**src/rtl/imm_gen_pipe.sv**
```systemverilog
// rtl/imm_gen_pipe.sv - RISC-V immediate decoder with a valid/ready 2-entry skid buffer
module imm_gen_pipe #(
  parameter int XLEN  = 64,
  parameter int CNT_W = 16
) (
  input  logic             clk,
  input  logic             rst_n,
  input  logic             in_valid,
  output logic             in_ready,
  input  logic [31:0]      in_instr,
  output logic             out_valid,
  input  logic             out_ready,
  output logic [XLEN-1:0]  out_imm,
  output logic [2:0]       out_fmt,
  output logic             out_illegal,
  output logic [CNT_W-1:0] acc_count
);

  localparam logic [2:0] FMT_I    = 3'd0;
  localparam logic [2:0] FMT_S    = 3'd1;
  localparam logic [2:0] FMT_B    = 3'd2;
  localparam logic [2:0] FMT_U    = 3'd3;
  localparam logic [2:0] FMT_J    = 3'd4;
  localparam logic [2:0] FMT_NONE = 3'd7;

  typedef struct packed {
    logic [XLEN-1:0] imm;
    logic [2:0]      fmt;
    logic            illegal;
  } entry_t;

  typedef enum logic [1:0] {S_EMPTY, S_ONE, S_TWO} state_t;

  state_t           r_state;
  entry_t           r_or;
  entry_t           r_sr;
  entry_t           w_dec;
  logic             r_in_ready;
  logic             r_out_valid;
  logic [CNT_W-1:0] r_acc;
  logic [31:0]      w_imm32;
  logic [2:0]       w_fmt;
  logic             w_accept;
  logic             w_take;

  // Every format sign-extends from instr[31], so build 32 bits then widen.
  always_comb begin
    w_imm32 = '0;
    w_fmt   = FMT_NONE;
    case (in_instr[6:0])
      7'b0000011, 7'b0010011, 7'b0011011, 7'b1100111, 7'b1110011: begin
        w_fmt   = FMT_I;
        w_imm32 = {{20{in_instr[31]}}, in_instr[31:20]};
      end
      7'b0100011: begin
        w_fmt   = FMT_S;
        w_imm32 = {{20{in_instr[31]}}, in_instr[31:25], in_instr[11:7]};
      end
      7'b1100011: begin
        w_fmt   = FMT_B;
        w_imm32 = {{19{in_instr[31]}}, in_instr[31], in_instr[7],
                   in_instr[30:25], in_instr[11:8], 1'b0};
      end
      7'b0110111, 7'b0010111: begin
        w_fmt   = FMT_U;
        w_imm32 = {in_instr[31:12], 12'b0};
      end
      7'b1101111: begin
        w_fmt   = FMT_J;
        w_imm32 = {{11{in_instr[31]}}, in_instr[31], in_instr[19:12],
                   in_instr[20], in_instr[30:21], 1'b0};
      end
      default: ;
    endcase
  end

  assign w_dec    = {XLEN'($signed(w_imm32)), w_fmt, (w_fmt == FMT_NONE)};
  assign w_accept = in_valid & r_in_ready;
  assign w_take   = r_out_valid & out_ready;

  always_ff @(posedge clk or negedge rst_n) begin
    if (!rst_n) begin
      r_state     <= S_EMPTY;
      r_or        <= '0;
      r_sr        <= '0;
      r_in_ready  <= 1'b1;
      r_out_valid <= 1'b0;
      r_acc       <= '0;
    end else begin
      if (w_accept) r_acc <= r_acc + CNT_W'(1);
      case (r_state)
        S_EMPTY: begin
          if (w_accept) begin
            r_or        <= w_dec;
            r_out_valid <= 1'b1;
            r_state     <= S_ONE;
          end
        end
        S_ONE: begin
          if (w_accept && w_take) begin
            r_or <= w_dec;
          end else if (w_accept) begin
            r_sr       <= w_dec;
            r_in_ready <= 1'b0;
            r_state    <= S_TWO;
          end else if (w_take) begin
            r_out_valid <= 1'b0;
            r_state     <= S_EMPTY;
          end
        end
        S_TWO: begin
          // Input is closed here, so a take only drains the skid entry.
          if (w_take) begin
            r_or       <= r_sr;
            r_in_ready <= 1'b1;
            r_state    <= S_ONE;
          end
        end
        default: begin
          r_state     <= S_EMPTY;
          r_in_ready  <= 1'b1;
          r_out_valid <= 1'b0;
        end
      endcase
    end
  end

  assign in_ready    = r_in_ready;
  assign out_valid   = r_out_valid;
  assign out_imm     = r_or.imm;
  assign out_fmt     = r_or.fmt;
  assign out_illegal = r_or.illegal;
  assign acc_count   = r_acc;

endmodule

```
**config.mk**
```make
export PLATFORM = sky130hd
export DESIGN_NAME = imm_gen_pipe
export DESIGN_NICKNAME = d
export VERILOG_FILES = /design/src/rtl/imm_gen_pipe.sv
export SDC_FILE = /design/constraint.sdc
export NUM_CORES = 1
export LEC_CHECK = 0
export CORE_MARGIN = 1.5
export CORE_UTILIZATION = 35
export CTS_CLUSTER_SIZE = 10
export DETAILED_ROUTE_END_ITERATION = 7
export SYNTH_ARGS = -nofsm -noshare
export SYNTH_HDL_FRONTEND = slang
export SYNTH_SLANG_ARGS = --single-unit
```
**constraint.sdc**
```tcl
create_clock -name clk -period 4.5 [get_ports clk]
set_input_delay 0.675 -clock clk [delete_from_list [all_inputs] [get_ports clk]]
set_output_delay 0.675 -clock clk [all_outputs]
set_load 0.01 [all_outputs]
```
==> qor.yml <==
status: "completed"
via_per_inst: 5.038
antenna_found_initial: 0
seq_area_frac_synth_pct: 51.77
crit_chain: "clkdlybuf4s50_1, a21boi_2, nor3_4, nand2b_1, buf_4, o22ai_1, a21oi_1"
worst-path-buf-inv: 2
period_needed_ps: 2709
port_buffers: 121
gp_congestion: 0.8121
synthTopCellsByArea: "dfrtp_1 (51%), buf_4 (5.9%), nand2_1 (5.4%)"
die_h_um: 115.8
die_w_um: 115.8
ant_nets: 0
vdd_drop_max_uv: 210.6
holdBufCountCts: 0
grt_usage_pct: 16.94
hold_path_class: "input pin to async pin"
power_mw: 1.712
synth_fp_nets: 511
drv_cap: 0
drtIter0Drc: 199
grt_pass1_vias: 3361
critPathMaxStageDelay_ps: 590
synth.cell_area_um2: 4449
synth_commonest_cells: "dfrtp_1 (91), nand2_1 (64), nor2_1 (59)"
max-slew-margin-rel_pct: 40.03
drive_gt1_share_pct: 6.619
clock_skew_ps: 6.867
cp-startpoint: "out_ready"
synth_edf_count: 0
cp.required_ps: 4750
multi_input_area_um2: 1778
grt_max_degree: 66
cts-buffers-inserted: 9
cts_max_path_buffers: 2
hold_viol: 0
crit_path_top_delay_cell: "clkdlybuf4s50_1"
arrival_ps: 2960
async_reset_ff_share_pct: 100.0
criticalPathCategory: "input pin to flop"
tns_ps: 0
ioPinCount: 122
yosysTopAreaCell: "dfrtp_1"
routed_wl_um: 11000
insertion_delay_ps: 340
first_pass_iters: 5
avgRoutedWirePerCell_um: 15.04
cts_tree: "built"
drc: 0
leakage_nw: 2.425
antennaDiodeCount: 0
synth_top_area_share_pct: 51.18
fin_ws_ps: 1791
postCtsResizedCells: 0
fillers: 1236
clockRootBuffer: "clkbuf_16"
path_max_fanout: 25
ys_ff_latch: 92
grt-ovfl-total: 0
clock-sinks: 92
h-tree-depth: 3
grt_pass1_wl_um: 17640
synth_area_per_cell_um2: 9.387
coreArea_um2: 12520
worst_slew_pin_slew_ps: 899.5
ys.warnings.count: 0
ys_types: 49
post-route-period-util_pct: 60.21
cts_setup_buffers: 0
area_growth_pct: 32.14
power_density_nw_per_um2: 291.2
start_util_pct: 35.55
num_vias: 3683
syn_inst: 474
synth_ff_type: "dfrtp_1"
nets: 592
dpl.hpwl_um: 7831
place_ws_ps: 1436
cp-start-kind: "input pin"
setup_violations: 0
clkTransAtPathRegs_ps: 60
clock.fmax_mhz: 369.1
worstReg2RegStart: "r_state[1]"
die_area_um2: 13400
drv_slew: 0
yosysMostFrequentCell: "dfrtp_1"
rsz0062_at_grt: "no"
core.rowCount: 41
critPathTopFamily: "buffers and inverters"
crit_path_end_kind: "flop"
regArea_um2: 2303
-- final cells by class --
class / count / area share, %
Sequential cell: 92 / 39.18
Multi-Input combinational cell: 322 / 30.24
Timing Repair Buffer: 128 / 21.45
Clock buffer: 9 / 3.831
Tap cell: 172 / 3.660
Clock inverter: 6 / 1.511
Inverter: 2 / 0.1277
-- power breakdown --
| part | total, mW | switching, mW | internal [mW] |
|---|---|---|---|
| sequential | 0.827 | 0 | 0.827 |
| clock | 0.800 | 0.315 | 0.484 |
| combinational | 0.0852 | 0.0482 | 0.0369 |
| total | 1.71 | 0.364 | 1.35 |
-- kinds of logic after synthesis --
logic type / Yosys count / synth area share [%]
buffers and inverters: 60 / 8.324
flip-flops: 92 / 51.77
multiplexers: 6 / 1.462
XOR/XNOR: 16 / 3.150
adder cells (fa/ha/maj): 1 / 0.2812
AND/OR/NAND/NOR: 171 / 17.35
AO/OA/AOI/OAI: 128 / 17.66
-- per-stage QoR --
step	cell area (um2)	hold slack [ps]	instances	util, %
floorplan	4449	379.4	474	-
global placement	5565	459.1	716	44.46
detailed placement	5565	467.5	716	44.46
CTS	5879	455.5	731	46.97
global route	5879	477.9	731	46.97
finish	5879	407.3	731	46.97
-- sequential cells by signal, indices dropped and copies added, names as in the netlist --
name / flops
out_valid: 1
out_imm: 32
out_fmt: 3
r_sr: 36
out_illegal: 1
r_state: 2
in_ready: 1
acc_count: 16
-- placed cells by master (no fill, tap or decap), drive strengths merged, types with 2 or more instances in the layout --
master           n
nand3            9
clkdlybuf4s50  120
mux2             4
o21ai           38
mux2i            2
inv              3
nor2b            4
nand3b           2
nor2            60
o31ai            2
dfrtp           91
and3b            2
o22ai            6
bufinv           2
nor3            14
a31oi            2
clkbuf           9
a22oi            5
a221oi           7
clkinvlp         2
xnor2           12
nand2b           2
a211oi          11
nand4            5
nand2           64
xor2             4
a21oi           46
a22o             6
and4             2
and2             3
buf              8
-- metal layers --
metal / GRT usage [%] / routed length (um)
met1: 24.33 / 5103
met2: 26.27 / 5193
met3: 2.667 / 588
met4: 5.610 / 110
met5: 0 / 0
-- worst paths after layout --
kind	slack, ps	cells past startpoint	to
worst max-delay path	1790	7	out_imm[4]
worst min-delay path	410	1	acc_count[10]
worst max register to register	1860	6	out_imm[4]
worst min register to register	480	2	r_sr[3]
max in group asynchronous	3190	2	r_sr[1]
min in group clk	480	2	r_sr[3]
Power figures use the tool's default switching activity.
